**src/rtl/if_id_skid_buffer.sv**
```systemverilog
// Two-entry IF/ID skid buffer: pushed pair visible right after its edge when empty;
// in_ready comes from registered occupancy only, so decode's ready never reaches fetch combinationally.
module if_id_skid_buffer #(
  parameter logic [31:0] PC_RESET_ADDR = 32'h0000_0000,
  parameter logic [31:0] NOP_INSTR     = 32'h0000_0013,
  parameter int          DROP_CNT_W    = 16
) (
  input  logic                  clk,
  input  logic                  rst,
  input  logic                  JumpFlag,
  input  logic                  in_valid,
  input  logic [31:0]           in_pc,
  input  logic [31:0]           in_instr,
  output logic                  in_ready,
  output logic                  out_valid,
  output logic [31:0]           out_pc,
  output logic [31:0]           out_instr,
  input  logic                  out_ready,
  output logic [1:0]            count,
  output logic [DROP_CNT_W-1:0] drop_cnt
);

  typedef struct packed {
    logic [31:0] pc;
    logic [31:0] instr;
  } if_id_t;

  if_id_t                entry [2];
  logic                  wr_ptr;
  logic                  rd_ptr;
  logic                  push;
  logic                  pop;
  logic [DROP_CNT_W:0]   drop_sum;

  assign in_ready  = (count != 2'd2);
  // A redirect kills the presented pair too, so decode never sees a wrong-path instruction.
  assign out_valid = (count != 2'd0) && !JumpFlag;
  assign push      = in_valid && in_ready && !JumpFlag;
  assign pop       = out_valid && out_ready;

  assign out_pc    = (count == 2'd0) ? PC_RESET_ADDR : entry[rd_ptr].pc;
  assign out_instr = (count == 2'd0) ? NOP_INSTR     : entry[rd_ptr].instr;

  // One extra bit catches overflow so the counter can clamp at all-ones.
  assign drop_sum  = {1'b0, drop_cnt} + (DROP_CNT_W+1)'(count);

  always_ff @(posedge clk or posedge rst) begin
    if (rst) begin
      count    <= 2'd0;
      wr_ptr   <= 1'b0;
      rd_ptr   <= 1'b0;
      drop_cnt <= '0;
      entry[0] <= {PC_RESET_ADDR, NOP_INSTR};
      entry[1] <= {PC_RESET_ADDR, NOP_INSTR};
    end else if (JumpFlag) begin
      count    <= 2'd0;
      wr_ptr   <= 1'b0;
      rd_ptr   <= 1'b0;
      drop_cnt <= drop_sum[DROP_CNT_W] ? '1 : drop_sum[DROP_CNT_W-1:0];
    end else begin
      if (push) begin
        entry[wr_ptr] <= {in_pc, in_instr};
        wr_ptr        <= ~wr_ptr;
      end
      if (pop) begin
        rd_ptr <= ~rd_ptr;
      end
      case ({push, pop})
        2'b10:   count <= count + 2'd1;
        2'b01:   count <= count - 2'd1;
        default: count <= count;
      endcase
    end
  end

endmodule
```
**config.mk**
```make
export PLATFORM = sky130hd
export DESIGN_NAME = if_id_skid_buffer
export DESIGN_NICKNAME = d
export VERILOG_FILES = /design/src/rtl/if_id_skid_buffer.sv
export SDC_FILE = /design/constraint.sdc
export NUM_CORES = 1
export LEC_CHECK = 0
export ABC_AREA = 1
export ABC_CLOCK_PERIOD_IN_PS = 5850
export CAP_MARGIN = 25
export CORE_MARGIN = 2
export CORE_UTILIZATION = 32
export DETAILED_ROUTE_END_ITERATION = 10
export SETUP_SLACK_MARGIN = 0.02
export SLEW_MARGIN = 20
export SYNTH_ARGS = -nofsm -noshare
export SYNTH_HDL_FRONTEND = slang
export SYNTH_SLANG_ARGS = --single-unit
```
**constraint.sdc**
```tcl
create_clock -name clk -period 5.85 [get_ports clk]
set_input_delay 1.755 -clock clk [delete_from_list [all_inputs] [get_ports clk]]
set_output_delay 1.755 -clock clk [all_outputs]
set_load 0.02 [all_outputs]
```
==> key figures <==
Outcome
  – Outcome: completed

Global routing
  – Vias in the first global route: between 5000 and 6000
  – Global route overflow: 0
  – Initial antenna violation count: 0
  – GRT Overall Usage: 0.150
  – First-pass GRT wire length: 28.7 mm
  – Largest net degree at the start of global routing: 129

Synthesis
  – Number of synthesized flops with an enable pin: 0
  – Post-synth cell types: 26
  – Post-Syn Nets: 930
  – Seq/Total Area, Yosys: 0.513
  – Post-Syn Instances: between 800 and 900
  – Main area contributors after synthesis: dfrtp_1 (49%), nand2_1 (16%), o21ai_2 (9.0%)
  – Top cell type's share of synthesized area: 0.491
  – Synthesis-stage register bit count: 148
  – Top FF cell, synth: dfrtp_1
  – Synth async-reset ratio: 1.00
  – Commonest cells post-synth: nand2_1 (302), dfrtp_1 (142), inv_1 (89)
  – Yosys Warn Count: 0
  – Cell taking the most area after synthesis: dfrtp_1
  – Synth Area per Inst: 8.44 um2
  – Count leader, synth: nand2_1
  – Mapped cell area: 7240 um2

Timing
  – Final Cycle Share: 0.876
  – Max Freq: 195 MHz
  – Endpoints failing setup: 0
  – Unrepaired setup endpoints after global routing: false
  – Final Max Slew Viols: 0
  – Final hold vios: 0
  – Setup TNS Final: 0 ns
  – Worst Tran Pin Value: about 1 ns
  – Hold Slack: 0.476 ns
  – Slew Limit Headroom: 0.320
  – Fin crit period: 5.13 ns
  – Clock Skew: 0.0139 ns

Clocking
  – Clk sinks: 148
  – Worst-Skew Late Latency: 0.43 ns
  – Cts hold-fix bufs: 0
  – Postcts setup bufs: 0
  – CTS tree: yes
  – Num CTS Buffers: 17
  – CTS resizes: 0
  – Worst-path clk slew: 0.07 ns
  – Clk buf depth: 2
  – Clock H-tree levels: 4
  – CTS Root Cell: clkbuf_16

Floorplan
  – Die height: ~150 um
  – Die span in x: 154 um
  – Row count: 55
  – Starting density of the core: 0.323
  – Core area: 22400 um2
  – Die area: 23800 um2
  – IO Pins: 153

Power and ir drop
  – Switching power: 1.80 mW
  – Sequential share of power: 0.371
  – VDD IR max: approximately 0.00023 V
  – Pwr dens: 498 nW/um2
  – Gate power share: 0.409
  – Sw Share: 0.385
  – Pint: ~2.9 mW
  – Leakage Power: 4.34 nW
  – Clk pwr share: 0.220

Final layout
  – Area of the multi-input gates: 2810 um2
  – Antenna diode count: 0
  – Fin util: 0.417
  – Post-layout nets: 1058
  – Fillers: 2323
  – Design area: 9370 um2
  – Reg area: 3710 um2
  – Synth-to-layout area growth: 29.4%
  – Share of layout cells above drive strength 1: 0.128

Routing
  – DR vias: approximately 6000
  – Routed wire length: 17.4 mm
  – 1st-iter DRT viols: roughly 300
  – WL/cell: ~14 um
  – Vias per inst: around 4.6
  – Remaining design rule violation count: 0
  – Post-route ant nets: 0
  – Drt first pass iters: 4

Worst setup path
  – Crit Path Class: primary input to output port
  – Critical Path Max Stage Delay: approximately 0.67 ns
  – Worst setup SP type: primary input
  – Arr. time, crit path: approximately 3.4 ns
  – Cell mode on critical path: clkdlybuf4s50_1
  – CP top delay family: buffers and inverters
  – WP buf/inv: 2
  – Crit path required time: 4.09 ns
  – Worst r2r src: count[0]$_DFFE_PP0P_
  – Critical path origin: JumpFlag
  – Crit-path max FO: 12
  – Slowest-stage cell, CP: clkdlybuf4s50_1
  – Nature of the critical path endpoint: output port
  – Worst path cell trace: clkdlybuf4s50_1 > nor2_1 > clkdlybuf4s50_1

Placed design
  – HPWL Detailed: 10.6 mm
  – Gp weighted congestion: 0.760
  – Placed Area: 8820 um2
  – IO buf count: 152

Min path
  – Hold Crit Class: flop to flop
  – Hold Startpoint: entry[4]$_DFFE_PP1P_

Run
  – Max_cap viols: 0
## state kept, by name, indices dropped and copies added, names as in the netlist
name / count
entry: 128
drop_cnt: 16
count: 2
rd_ptr: 1
wr_ptr: 1
## placed cells by master (no fill, tap or decap), drive strengths merged
cell           Yosys  final
o21ai            137    137
dfstp              6      6
dfrtp            142    142
nand2            306    306
buf               38      8
nand3             20     20
nand3b             3      3
clkinvlp           0      4
clkbuf            13     18
o211ai             1      1
nor2              24     24
inv               90     97
nor3               1      1
clkdlybuf4s50      0    152
fa                 1      1
clkinv             0      3
ha                 2      2
xor2               1      1
xnor2              1      1
a21oi             64     64
nand4              8      8
## worst paths after layout
path	endpoint	slack [ns]	cells after the start
worst max-delay path	out_valid	0.72	3
worst min-delay path	entry[4]$_DFFE_PP1P_	0.48	2
worst max register to register	drop_cnt[8]$_DFFE_PP0P_	3.31	8
worst min register to register	entry[4]$_DFFE_PP1P_	0.48	2
max in group asynchronous	entry[125]$_DFFE_PP0P_	3.16	3
min in group asynchronous	entry[66]$_DFFE_PP0P_	1.82	2
## worst register-to-register path: stages (launching register included)
cell and delay, ns:
dfrtp_1 0.51, ha_1 0.25, inv_1 0.06, fa_1 0.36, inv_1 0.10, nand2_1 0.05
nor2_1 0.28, nand4_1 0.58, o21ai_0 0.28
## cells by family after synthesis
group,count (synthesis),share of synthesized area
buffers and inverters,141,0.102
AND/OR/NAND/NOR,362,0.198
AO/OA/AOI/OAI,202,0.178
adder cells (fa/ha/maj),3,0.00622
flip-flops,148,0.513
XOR/XNOR,2,0.00242
## stage by stage
step           std cells  worst slack, ns  total power, mW
2_1_floorplan        858            0.125             2.96
3_3_place_gp        1252            0.734             3.64
3_5_place_dp        1252            0.732             3.68
4_1_cts             1284            0.720             4.73
5_1_grt             1284            0.625             5.01
6_report            1284            0.723             4.66
## area by class of cell
cell class	count	share of cell area
inverters	90	0.0366
multi-input cells	569	0.300
clock inverters	14	0.0124
repair buffers	160	0.170
well taps	285	0.0381
flip-flops and latches	148	0.396
clock buffers	18	0.0458
## power groups by stage
| stage | Combinational, mW | Sequential [mW] | Clock (mW) |
|---|---|---|---|
| finish | 1.91 | 1.73 | 1.02 |
| global route | 2.12 | 1.79 | 1.11 |
| CTS | 1.94 | 1.73 | 1.06 |
| detailed placement | 1.93 | 1.74 | 0 |
| global placement | 1.91 | 1.73 | 0 |
| floorplan | 1.24 | 1.72 | 0 |
## per-layer routing
layer / share of wire / global-route usage / vias to the layer above / wire, um
li1: - / - / 2981 / -
met1: 0.49 / 0.212 / 2790 / 8600
met2: 0.46 / 0.232 / 132 / 7990
met3: 0.041 / 0.0339 / 7 / 723
met4: 0.0071 / 0.0410 / 0 / 124
met5: 0 / 0 / - / 0
Note: power is estimated with default switching activity, not from simulation.
